===== src/rtl/register_file_sb_pkg.sv =====
// Shared CPU constants: default register-file geometry and fixed register indices.
package cpu_pkg;

    localparam int WORD_SIZE_D = 16;
    localparam int REG_NUM_D   = 8;
    localparam int ADDR_W_D    = $clog2(REG_NUM_D);
    localparam int REG_ZERO    = 0;

endpackage


===== src/rtl/regfile_scoreboard.sv =====
// Per-register busy scoreboard: reservations from decode, releases from writeback.
module regfile_scoreboard
    import cpu_pkg::*;
#(
    parameter int REG_NUM  = REG_NUM_D,
    parameter int ADDR_W   = $clog2(REG_NUM),
    parameter int ZERO_REG = 0
) (
    input  logic              clk,
    input  logic              rst,
    input  logic              write,
    input  logic [ADDR_W-1:0] addr_in,
    input  logic              reserve,
    input  logic [ADDR_W-1:0] addr_rsv,
    input  logic [ADDR_W-1:0] addr1,
    input  logic [ADDR_W-1:0] addr2,
    output logic              busy1,
    output logic              busy2
);

    logic [REG_NUM-1:0] busy;
    logic [REG_NUM-1:0] busy_nxt;
    logic               rsv_zero;

    assign rsv_zero = (ZERO_REG != 0) && (addr_rsv == ADDR_W'(REG_ZERO));

    // Set is applied after clear so a new producer wins over a retiring one.
    always_comb begin
        busy_nxt = busy;
        if (write) begin
            busy_nxt[addr_in] = 1'b0;
        end
        if (reserve && !rsv_zero) begin
            busy_nxt[addr_rsv] = 1'b1;
        end
    end

    always_ff @(posedge clk) begin
        if (rst) begin
            busy <= '0;
        end else begin
            busy <= busy_nxt;
        end
    end

    assign busy1 = busy[addr1] && !(write && (addr_in == addr1));
    assign busy2 = busy[addr2] && !(write && (addr_in == addr2));

endmodule


===== src/rtl/register_file_sb.sv =====
// Register file with one write port, two buffered read ports, write bypass
// and a busy scoreboard for stalling on pending results.
module register_file_sb
    import cpu_pkg::*;
#(
    parameter int WORD_SIZE = WORD_SIZE_D,
    parameter int REG_NUM   = REG_NUM_D,
    parameter int ADDR_W    = $clog2(REG_NUM),
    parameter int ZERO_REG  = 0
) (
    input  logic                 clk,
    input  logic                 rst,
    input  logic                 write,
    input  logic [ADDR_W-1:0]    addr_in,
    input  logic [WORD_SIZE-1:0] data_in,
    input  logic [ADDR_W-1:0]    addr1,
    input  logic [ADDR_W-1:0]    addr2,
    input  logic                 write_buff1,
    input  logic                 write_buff2,
    output logic [WORD_SIZE-1:0] reg_buff1,
    output logic [WORD_SIZE-1:0] reg_buff2,
    input  logic                 reserve,
    input  logic [ADDR_W-1:0]    addr_rsv,
    output logic                 busy1,
    output logic                 busy2
);

    logic [WORD_SIZE-1:0] reg_file [REG_NUM];
    logic [WORD_SIZE-1:0] rd1;
    logic [WORD_SIZE-1:0] rd2;
    logic                 wr_zero;
    logic                 rd1_zero;
    logic                 rd2_zero;

    assign wr_zero  = (ZERO_REG != 0) && (addr_in == ADDR_W'(REG_ZERO));
    assign rd1_zero = (ZERO_REG != 0) && (addr1 == ADDR_W'(REG_ZERO));
    assign rd2_zero = (ZERO_REG != 0) && (addr2 == ADDR_W'(REG_ZERO));

    always_ff @(posedge clk) begin
        if (rst) begin
            for (int i = 0; i < REG_NUM; i++) begin
                reg_file[i] <= '0;
            end
        end else if (write && !wr_zero) begin
            reg_file[addr_in] <= data_in;
        end
    end

    always_comb begin
        rd1 = reg_file[addr1];
        if (rd1_zero) begin
            rd1 = '0;
        end else if (write && (addr_in == addr1)) begin
            rd1 = data_in;
        end
    end

    always_comb begin
        rd2 = reg_file[addr2];
        if (rd2_zero) begin
            rd2 = '0;
        end else if (write && (addr_in == addr2)) begin
            rd2 = data_in;
        end
    end

    always_ff @(posedge clk) begin
        if (rst) begin
            reg_buff1 <= '0;
            reg_buff2 <= '0;
        end else begin
            if (write_buff1) begin
                reg_buff1 <= rd1;
            end
            if (write_buff2) begin
                reg_buff2 <= rd2;
            end
        end
    end

    regfile_scoreboard #(
        .REG_NUM  (REG_NUM),
        .ADDR_W   (ADDR_W),
        .ZERO_REG (ZERO_REG)
    ) u_sb (
        .clk      (clk),
        .rst      (rst),
        .write    (write),
        .addr_in  (addr_in),
        .reserve  (reserve),
        .addr_rsv (addr_rsv),
        .addr1    (addr1),
        .addr2    (addr2),
        .busy1    (busy1),
        .busy2    (busy2)
    );

endmodule


===== config.mk =====
export PLATFORM = sky130hd
export DESIGN_NAME = register_file_sb
export DESIGN_NICKNAME = d
export VERILOG_FILES = /design/src/rtl/register_file_sb_pkg.sv /design/src/rtl/regfile_scoreboard.sv /design/src/rtl/register_file_sb.sv
export SDC_FILE = /design/constraint.sdc
export NUM_CORES = 1
export LEC_CHECK = 0
export CORE_ASPECT_RATIO = 1.25
export CORE_MARGIN = 2
export CORE_UTILIZATION = 57
export DETAILED_ROUTE_END_ITERATION = 10
export DONT_BUFFER_PORTS = 1
export PLACE_DENSITY_LB_ADDON = 0.05
export SYNTH_ARGS = -nofsm -noshare
export SYNTH_HDL_FRONTEND = slang
export SYNTH_SLANG_ARGS = --single-unit

===== constraint.sdc =====
create_clock -name clk -period 6.25 [get_ports clk]
set_input_delay 1.25 -clock clk [delete_from_list [all_inputs] [get_ports clk]]
set_output_delay 1.25 -clock clk [all_outputs]
set_load 0.05 [all_outputs]

Word level (Yosys, flattened, before mapping)
Memories as Yosys holds them, arrays and structs flattened. A register that Yosys moved wholly into a read port is not among the register bits.
Index checks and enable logic that the tools add are counted.
{"block": "totals", "elab_cells": 40, "ramBits": 128, "input_bits": 34, "n_memories": 1, "reg_bits": 8}
{"block": "op_classes", "muxes": 18, "bitwise_logic": 3, "order_cmp": 6, "n_eq_ne": 2, "reduce_logical": 9}
{"name": "reg_file", "depth": 8, "word_bits": 16, "rd": 2, "rd_ports_with_merged_regs": 2, "wr": 8, "line": "register_file_sb.sv:28", "source": "logic [WORD_SIZE-1:0] reg_file [REG_NUM];"}
{"cell": "$lt 3x4->1 const B", "count": 4}
{"cell": "$mux 16", "count": 1}
{"cell": "$mux 8", "count": 2}
{"cell": "$reduce_or 16->1", "count": 1}
{"cell": "$mux 1", "count": 10}
{"cell": "$and 8x8->8", "count": 1}
{"cell": "$not 8->8", "count": 1}
{"cell": "$or 8x8->8", "count": 1}
{"cell": "$bmux 1 s3", "count": 2}
{"cell": "$demux 1 s3", "count": 2}
{"cell": "$eq 3x3->1", "count": 2}
{"cell": "$ge 3x1->1 const B", "count": 2}
{"cell": "$logic_and 1x1->1", "count": 6}
{"cell": "$mux 3", "count": 1}
{"cell": "$logic_not 1->1", "count": 2}

Depth between registers and ports, before layout
Gate-level depths: netlist of run 1.
{"block": "depth", "depth_word": 9, "ltp_mapped": 6}

Hierarchy
A second synthesis of run 1 with hierarchy kept.
{"block": "unflattened", "cells_unflattened": 631, "hier_area_um2": 8649.5}
{"module": "register_file_sb", "area_per_inst_um2": 8057.7, "n_inst": 1, "cells_per_inst": 557, "seq_area_each_um2": 4484.3}
{"module": "regfile_scoreboard", "area_per_inst_um2": 591.8, "n_inst": 1, "cells_per_inst": 74, "seq_area_each_um2": 160.2}

Least setup slack after synthesis of run 1
OpenSTA, ideal clock, no wires.
{"block": "synth_path", "path_type": "input-to-output", "startpoint": "in addr1[0]", "endpoint": "out busy1", "required_ps": 5000, "stages": 5, "path_slack_ps": 2318, "arrival_ps": 2681, "path_buffers": 2, "cell_sequence": "buf_4 > buf_2 > mux4_2 > mux2i_1 > nor2_1"}
{"block": "synth_via", "elab_chain_cells": 4, "word_cells_on_any_way": 6, "classes_between": "eq/ne (1); mux (2); reduce/logical (3)"}
{"element": "start, declared", "line": "register_file_sb.sv:16", "source": "input logic [ADDR_W-1:0] addr1,"}
{"element": "parallel branches: the longest is 3 deep, another holds $bmux 1 s3"}
{"element": "$logic_and 1x1->1 (*)", "line": "regfile_scoreboard.sv:46", "source": "assign busy1 = busy[addr1] && !(write && (addr_in == addr1));"}
{"element": "end, declared", "line": "register_file_sb.sv:24", "source": "output logic busy1,"}
Mark *: on every way between the ends. The select of a mux whose other input is x is not followed.

Final worst setup path of run 1
{"block": "layout_path", "startpoint": "in addr2[2]", "endpoint": "out busy2"}
{"block": "layout_via", "elab_chain_cells": 4, "word_cells_on_any_way": 6, "classes_between": "eq/ne (1); mux (2); reduce/logical (3)"}
{"element": "start, declared", "line": "register_file_sb.sv:17", "source": "input logic [ADDR_W-1:0] addr2,"}
{"element": "parallel branches: the longest is 3 deep, another holds $bmux 1 s3"}
{"element": "$logic_and 1x1->1 (*)", "line": "regfile_scoreboard.sv:47", "source": "assign busy2 = busy[addr2] && !(write && (addr_in == addr2));"}
{"element": "end, declared", "line": "register_file_sb.sv:25", "source": "output logic busy2"}
Marks and branches as above.

==> impl_metrics.json, run 1 <==
{
  "synth-simple-area-share": 0.114,
  "worstSkewPairLatency_ps": 430,
  "timing.final.crit_share": 0.586,
  "fin_ws_ps": 2590,
  "io_buffers": 0,
  "fmax_mhz": 273,
  "synth-xor-area-share": 0.00706,
  "overflow": 0,
  "grt_max_degree": 65,
  "hold_violations": 0,
  "clockBufferDepth": 2,
  "path_class": "in2out",
  "row_count": 49,
  "critPathTopFamily": "simple AND/OR/NAND/NOR gates",
  "drive_above_1_share": 0.240,
  "layout_common_cells": "edfxtp_1, nor3_1, mux4_2",
  "cts_hold_buf": 0,
  "syn_inst": 607,
  "netlist_area_um2": 8510,
  "grt_use_total": 0.286,
  "leakage_nw": 2.90,
  "internal_power_mw": 2.00,
  "num_antenna_cells": 0,
  "netSwitchingPower_uw": 719,
  "finalSetupViolCount": 0,
  "synthArstFlopShare": 0,
  "slew_viol_final": 0,
  "vias_per_cell": 7.15,
  "max_stage_delay_ps": 720,
  "power_frac_seq": 0.512,
  "syn_nets": 641,
  "drc": 6,
  "drv_cap": 0,
  "yosysWarnings": 0,
  "synthAdderAreaFrac": 0,
  "clockPowerShare": 0.391,
  "muxShareOfSynthArea": 0.220,
  "io_pins": 68,
  "synth_top_family_by_area": "multiplexers",
  "synth_ff_type": "edfxtp_1",
  "cts_root_buf": "clkbuf_16",
  "syn_to_final_growth_pct": 7.32,
  "tightestPinTransition_ps": 1340,
  "floorplan.initialDensity": 0.588,
  "powerDensity_nw_per_um2": 298,
  "post-cts-setup-buffers": 0,
  "pwr-share-comb": 0.097,
  "fin_nets": 608,
  "synth_compound_area_frac": 0.0668,
  "cp.arrival_ps": 2410,
  "drtIter0Drc": 438,
  "required_ps": 5000,
  "h-tree-depth": 4,
  "cts_buffers": 17,
  "fp.dieW_um": 113,
  "ys_types": 34,
  "critical_path.cell_chain": "xor2_1 -> nor4_1 -> nor2_1",
  "detail-route-antenna-nets": 0,
  "peakVddDrop_uv": 196,
  "violations": "design-rule violations",
  "min_period_ps": 3660,
  "die_area_um2": 15900,
  "drt-pass1-iter-count": 8,
  "dp_slack_ps": 2590,
  "tns_ps": 0,
  "skew_ps": 5.66,
  "path_buf_inv": 0,
  "gp_congestion": 0.793,
  "post_cts_resized": 0,
  "cp-end-kind": "output pin",
  "via_count": 5467,
  "synth_edf_count": 128,
  "yosys_register_bits": 168,
  "clk_pin_slew_ps": 70,
  "numClockSinks": 168,
  "layout.filler_cells": 1115,
  "ys_seq_area_frac": 0.546,
  "cts_tree": "yes",
  "wirelength_mm": 21.6,
  "antenna_found_initial": 0,
  "routedWlPerCell_um": 28.2,
  "slew_headroom": 0.108,
  "holdCritPathClass": "reg2reg",
  "critical_path.startpoint_type": "input port",
  "final_common_cell": "edfxtp_1",
  "grt_pass1_vias": 5779,
  "slowest_stage": "nor2_1",
  "core-area_um2": 14500,
  "status": "finished, violations left",
  "switching_share": 0.264,
  "grt_pass1_wl_mm": 33.0,
  "rsz0062_at_grt": "false",
  "critical_path.max_fanout": 34,
  "synth_area_per_cell_um2": 14.0,
  "dp_hpwl_mm": 12.2,
  "dieHeight_um": 141
}
==> through the flow <==
step | hold slack, ps | power, mW | utilization | instance area (um2) | cells
2_1_floorplan | 452 | 1.63 | - | 8510 | 607
3_3_place_gp | 472 | 1.67 | 0.590 | 8540 | 733
3_5_place_dp | 484 | 1.68 | 0.590 | 8540 | 733
4_1_cts | 493 | 2.73 | 0.631 | 9130 | 765
5_1_grt | 508 | 2.80 | 0.631 | 9130 | 765
6_report | 498 | 2.72 | 0.631 | 9130 | 765
==> final cells by class <==
cell class	count	area, um2	share of cell area
flip-flops and latches	168	4640	0.509
multi-input cells	349	3490	0.382
clock buffers	17	425	0.0466
well taps	178	223	0.0244
clock inverters	15	166	0.0182
inverters	27	101	0.0111
repair buffers	11	82.6	0.00904
==> tightest hold or removal path, delay by kind of cell, from the launching register on <==
| family | cells | cell delay [ps] |
|---|---|---|
| AO/OA/AOI/OAI | 1 | 70 |
| buffers and inverters | 1 | 50 |
| flip-flops | 1 | 330 |
==> final timing paths <==
| check | start | endpoint | slack [ps] | depth (start not counted) |
|---|---|---|---|---|
| setup / recovery | addr2[2] | busy2 | 2590 | 3 |
| hold / removal | u_sb.busy[5]$_SDFF_PP0_ | u_sb.busy[5]$_SDFF_PP0_ | 500 | 2 |
| hold reg to reg | u_sb.busy[5]$_SDFF_PP0_ | u_sb.busy[5]$_SDFF_PP0_ | 500 | 2 |
| setup reg to reg | reg_file[7][2]$_SDFFCE_PN0P_ | reg_buff2[2]$_SDFFE_PP0P_ | 4800 | 3 |
==> logic make-up (layout without fill, tap and decap cells) <==
group / after synthesis / after routing
AND/OR/NAND/NOR: 191 / 191
flip-flops: 168 / 168
multiplexers: 102 / 102
buffers and inverters: 90 / 70
AO/OA/AOI/OAI: 50 / 50
XOR/XNOR: 6 / 6
==> metal layers <==
metal / part of all wire / up-vias / global-route usage
li1: - / 2379 / -
met1: 0.38 / 2779 / 0.366
met5: 0 / - / 0
met3: 0.080 / 54 / 0.0636
met4: 0.037 / 0 / 0.123
met2: 0.50 / 255 / 0.472
==> power groups by stage <==
| stage | clock network (mW) | registers [mW] | logic, mW |
|---|---|---|---|
| 6_report | 1.06 | 1.39 | 0.264 |
| 4_1_cts | 1.07 | 1.39 | 0.266 |
| 3_3_place_gp | 0 | 1.41 | 0.260 |
| 3_5_place_dp | 0 | 1.42 | 0.265 |
| 2_1_floorplan | 0 | 1.40 | 0.236 |
| 5_1_grt | 1.11 | 1.40 | 0.282 |
==> flip-flops by register name, indices dropped and copies added, names as in the netlist <==
register,flops
reg_file,128
reg_buff1,16
u_sb.busy,8
reg_buff2,16
==> Yosys cell counts, drive strengths merged, types with 11 or more instances <==
master	count	area, um2
inv	11	41.3
clkinv	16	60.1
edfxtp	128	3840
clkbuf	36	135
o221ai	32	405
mux4	68	1530
buf	27	153
mux2i	34	340
nand2	36	135
nor4	34	213
dfxtp	40	801
nor3	96	480
No activity file was read; power rests on OpenSTA's default activity.
==> run 2, diff against run 1 <==
Clock period 6.25 ns to 3.8 ns, I/O delays scaled along.
==> run 2 against run 1 <==
Compared with the run above: the run still ends with design-rule violations left; final cell count grew 0.39%; largest cell class unchanged; highest routed layer unchanged; sequential cell count is the same; final area is 0.45% lower.
==> impl_metrics.json, run 2 (same netlist as run 1, synthesis figures left out) <==
{
  "status": "finished, violations left",
  "violations": "design-rule violations",
  "detail-route-antenna-nets": 0,
  "finalSetupViolCount": 0,
  "routedWlPerCell_um": 28.0,
  "final_util": 0.628,
  "io_pins": 68,
  "worstSkewPairLatency_ps": 420,
  "drc": 6,
  "rsz0062_at_grt": "false",
  "fin_nets": 611,
  "post-cts-setup-buffers": 0,
  "grt_use_total": 0.283,
  "dp_hpwl_mm": 12.2,
  "tns_ps": 0,
  "cp-startpoint": "addr2[0]",
  "r2r_cells": 3,
  "drtIter0Drc": 565,
  "tightestPinTransition_ps": 1100,
  "cp-end-kind": "output pin",
  "wirelength_mm": 21.5,
  "slew_viol_final": 0,
  "cp.arrival_ps": 1640,
  "skew_ps": 10.8,
  "cts_buffers": 17,
  "num_antenna_cells": 0,
  "grt_max_degree": 65,
  "reg2reg_to": "reg_buff2[2]$_SDFFE_PP0P_",
  "fp.dieW_um": 113,
  "min_period_ps": 2400,
  "dpl_cell_area_um2": 8560,
  "fmax_mhz": 417,
  "peakVddDrop_uv": 339,
  "numClockSinks": 168,
  "finalInstanceArea_um2": 9090,
  "via_count": 5448,
  "hold_violations": 0,
  "crit_path_end": "busy2",
  "final_common_cell": "edfxtp_1",
  "path_class": "in2out",
  "powerDensity_nw_per_um2": 473,
  "drive_above_1_share": 0.234,
  "drv_cap": 0,
  "floorplan.initialDensity": 0.588,
  "dieHeight_um": 141,
  "post_cts_resized": 0,
  "critical_path.startpoint_type": "input port",
  "clockBufferDepth": 2,
  "drt-pass1-iter-count": 9,
  "vias_per_cell": 7.09,
  "fin_ws_ps": 1400,
  "largest_reg_flops": 128,
  "grt_pass1_wl_mm": 32.9,
  "dp_slack_ps": 1290,
  "layout.filler_cells": 1100,
  "overflow": 0,
  "rrSetupSlack_ps": 2320,
  "critical_path.max_fanout": 34,
  "die_area_um2": 15900,
  "syn_to_final_growth_pct": 6.84,
  "timing.final.crit_share": 0.632,
  "required_ps": 3040,
  "row_count": 49,
  "holdCritPathClass": "in2reg",
  "gp_congestion": 0.782,
  "cts_root_buf": "clkbuf_16",
  "largest_register": "reg_file",
  "layout_common_cells": "edfxtp_1, nor3_1, mux4_2",
  "io_buffers": 0,
  "antenna_found_initial": 0,
  "cts_hold_buf": 0,
  "max_stage_delay_ps": 470,
  "h-tree-depth": 4,
  "cts_tree": "yes",
  "slowest_stage": "mux4_2",
  "clk_pin_slew_ps": 60,
  "leakage_nw": 2.90,
  "top_regs": "reg_file x128, reg_buff1 x16, reg_buff2 x16",
  "critical_path.cell_chain": "mux4_2 -> mux2i_1 -> nor2_1 -> buf_4",
  "r2r-start": "reg_file[7][2]$_SDFFCE_PN0P_",
  "grt_pass1_vias": 5622,
  "critPathTopFamily": "multiplexers",
  "core-area_um2": 14500,
  "crit_cells": 4,
  "path_buf_inv": 1,
  "slew_headroom": 0.264
}
## run 2: cell count changes in the layout (fill, tap and decap cells not counted), sizes merged
cell | before | now
clkbuf | 17 | 27
buf | 11 | 14
bufinv | 2 | 0
clkinv | 19 | 21
inv | 16 | 11
clkinvlp | 5 | 0
## run 2: where the power goes
group | switching (mW) | total, mW | internal [mW] | leakage (nW)
logic | 0.227 | 0.434 | 0.207 | 1.07
clock network | 0.671 | 1.57 | 0.901 | 0.265
registers | 0.184 | 2.29 | 2.11 | 1.57
total | 1.08 | 4.30 | 3.21 | 2.90
## run 2: worst min-delay path by stage
stage	start	end	slack, ps	cells past startpoint
2_1_floorplan	u_sb.busy[6]$_SDFF_PP0_	u_sb.busy[6]$_SDFF_PP0_	450	2
3_3_place_gp	u_sb.busy[2]$_SDFF_PP0_	u_sb.busy[2]$_SDFF_PP0_	470	1
3_5_place_dp	u_sb.busy[7]$_SDFF_PP0_	u_sb.busy[7]$_SDFF_PP0_	470	2
4_1_cts	addr_rsv[2]	u_sb.busy[5]$_SDFF_PP0_	470	2
5_1_grt	addr_rsv[2]	u_sb.busy[4]$_SDFF_PP0_	480	1
6_report	addr_rsv[2]	u_sb.busy[5]$_SDFF_PP0_	470	2
## run 2: metrics by stage
stage | power (mW) | cells | hold WS, ps
after detailed placement | 2.76 | 736 | 473
final | 4.30 | 768 | 472
after global placement | 2.74 | 736 | 474
after CTS | 4.30 | 768 | 465
after global routing | 4.42 | 768 | 482
after floorplan | 2.69 | 607 | 452
## run 2: layout make-up
cell class                      instances  area (um2)  share of cell area
Clock buffer                           27         503              0.0553
Inverter                               27         101              0.0112
Sequential cell                       168        4640               0.511
Timing Repair Buffer                   14         105              0.0116
Multi-Input combinational cell        349        3490               0.384
Tap cell                              178         223              0.0245
Clock inverter                          5        25.0             0.00275
## run 2: worst register-to-register path: stages (launching register included)
cell and delay, ps:
edfxtp_1 380, mux4_2 480, mux2i_1 290, o221ai_1 180
## run 2: layer usage
layer / global-route usage / part of all wire / vias to the layer above / routed length (um)
met3: 0.0542 / 0.073 / 23 / 1580
met5: 0 / 0 / - / 0
met2: 0.463 / 0.52 / 236 / 11200
met1: 0.390 / 0.39 / 2814 / 8450
li1: - / - / 2375 / -
met4: 0.0854 / 0.013 / 0 / 284
==> run 3, diff against run 2 <==
Clock period 3.8 ns to 1.9 ns, I/O delays scaled along.
==> run 3 against run 2 <==
Compared with the run above: the flow finishes with violations (design-rule violations, negative setup slack); setup slack got worse by 1500 ps; critical path depth stayed put; hold slack got worse by 380 ps; final cell count is 1.3% higher; via count rose by 2.4%; final area increased by 2.6%; total power up 110%; global-route usage up 1.2 points; sequential cell count unchanged; non-clock buffer count up 10.
==> impl_metrics.json, run 3 (same netlist as run 1, synthesis figures left out) <==
{
  "status": "finished, violations left",
  "violations": "design-rule violations, negative setup slack",
  "cp-startpoint": "u_sb.busy[7]$_SDFF_PP0_",
  "detail-route-antenna-nets": 0,
  "die_area_um2": 15900,
  "critical_path.cell_chain": "mux4_2 -> mux2i_2 -> nor2_2 -> buf_6",
  "cp-end-kind": "output pin",
  "switching_share": 0.251,
  "multi_input_area_um2": 3500,
  "via_count": 5581,
  "grt_max_degree": 65,
  "slew_headroom": 0.597,
  "num_antenna_cells": 0,
  "core-area_um2": 14500,
  "critical_path.startpoint_type": "flip-flop",
  "dp_slack_ps": 207,
  "vias_per_cell": 7.17,
  "rsz0062_at_grt": "true",
  "timing.hold.ws_ps": 96.4,
  "final_common_cell": "edfxtp_1",
  "wirelength_mm": 22.3,
  "finalSetupViolCount": 2,
  "io_pins": 68,
  "dpl_cell_area_um2": 8750,
  "routedWlPerCell_um": 28.7,
  "holdCritPathClass": "in2reg",
  "grt_use_total": 0.295,
  "final_cells": 778,
  "fin_ws_ps": -124,
  "timing.final.crit_share": 1.07,
  "grt_pass1_vias": 5914,
  "overflow": 0,
  "drv_cap": 0,
  "clockBufferDepth": 2,
  "fp.dieW_um": 113,
  "row_count": 49,
  "place_inst": 746,
  "clockPowerShare": 0.377,
  "dieHeight_um": 141,
  "slew_viol_final": 0,
  "r2r-start": "reg_file[7][8]$_SDFFCE_PN0P_",
  "cp.arrival_ps": 1640,
  "peakVddDrop_uv": 525,
  "power.total_mw": 8.84,
  "hold_violations": 0,
  "fmax_mhz": 494,
  "cts_buffers": 17,
  "path_buf_inv": 1,
  "critical_path.max_fanout": 3,
  "slowest_stage": "mux4_2",
  "grt_pass1_wl_mm": 34.4,
  "finalInstanceArea_um2": 9330,
  "gp_congestion": 0.754,
  "numClockSinks": 168,
  "drc": 2,
  "clk_pin_slew_ps": 60,
  "h-tree-depth": 4,
  "power_frac_seq": 0.519,
  "layout_common_cells": "edfxtp_1, nor3_1, mux4_2",
  "drive_above_1_share": 0.255,
  "cts_root_buf": "clkbuf_16",
  "largest_reg_flops": 128,
  "fin_nets": 621,
  "floorplan.initialDensity": 0.588,
  "critPathTopFamily": "multiplexers",
  "io_buffers": 0,
  "powerDensity_nw_per_um2": 948,
  "pwr-share-comb": 0.104,
  "syn_to_final_growth_pct": 9.65,
  "cts_tree": "yes",
  "internal_power_mw": 6.63,
  "drtIter0Drc": 476,
  "leakage_nw": 2.99,
  "top_regs": "reg_file x128, reg_buff1 x16, reg_buff2 x16",
  "cts_hold_buf": 0,
  "tightestPinTransition_ps": 604,
  "worstSkewPairLatency_ps": 420,
  "regArea_um2": 4650,
  "path_class": "reg2out",
  "dp_hpwl_mm": 12.4,
  "hold_start": "addr_rsv[2]",
  "skew_ps": 5.97,
  "drt-pass1-iter-count": 8,
  "required_ps": 1520,
  "largest_register": "reg_file",
  "layout.filler_cells": 1087,
  "netSwitchingPower_mw": 2.21,
  "min_period_ps": 2020,
  "max_stage_delay_ps": 480,
  "antenna_found_initial": 0
}
## run 3: timing repair
| item | in CTS | in global routing |
|---|---|---|
| endpoints found under the setup margin | 2 | 2 |
| gates resized for setup | 5 | 2 |
| buffers inserted | 0 | 0 |
## run 3: worst paths after layout
path,endpoint,slack (ps),cells past startpoint
max,busy2,-120,4
max reg2reg,reg_buff2[8]$_SDFFE_PP0P_,550,3
min reg2reg,u_sb.busy[6]$_SDFF_PP0_,480,2
min,u_sb.busy[7]$_SDFF_PP0_,100,2
## run 3: metrics by stage
step                      utilization  TNS (ps)
after global placement          0.605         0
after detailed placement        0.605         0
after floorplan                     -      -129
final                           0.645      -194
after CTS                       0.644      -185
after global routing            0.645      -314
## run 3: per-layer routing
layer | track usage | part of all wire
met1 | 0.381 | 0.37
met2 | 0.483 | 0.51
met3 | 0.0727 | 0.090
met4 | 0.119 | 0.033
met5 | 0 | 0
## run 3: power groups by stage
stage / clock network (mW) / logic, mW / registers, mW
2_1_floorplan: 0 / 0.780 / 4.60
4_1_cts: 3.35 / 0.923 / 4.58
5_1_grt: 3.50 / 0.983 / 4.61
3_5_place_dp: 0 / 0.918 / 4.66
3_3_place_gp: 0 / 0.896 / 4.64
6_report: 3.33 / 0.920 / 4.59
## run 3: final cells by class
cell class / count / share of cell area
flip-flops and latches: 168 / 0.498
multi-input cells: 349 / 0.375
clock buffers: 23 / 0.0491
repair buffers: 24 / 0.0322
well taps: 178 / 0.0239
inverters: 27 / 0.0109
clock inverters: 9 / 0.0107
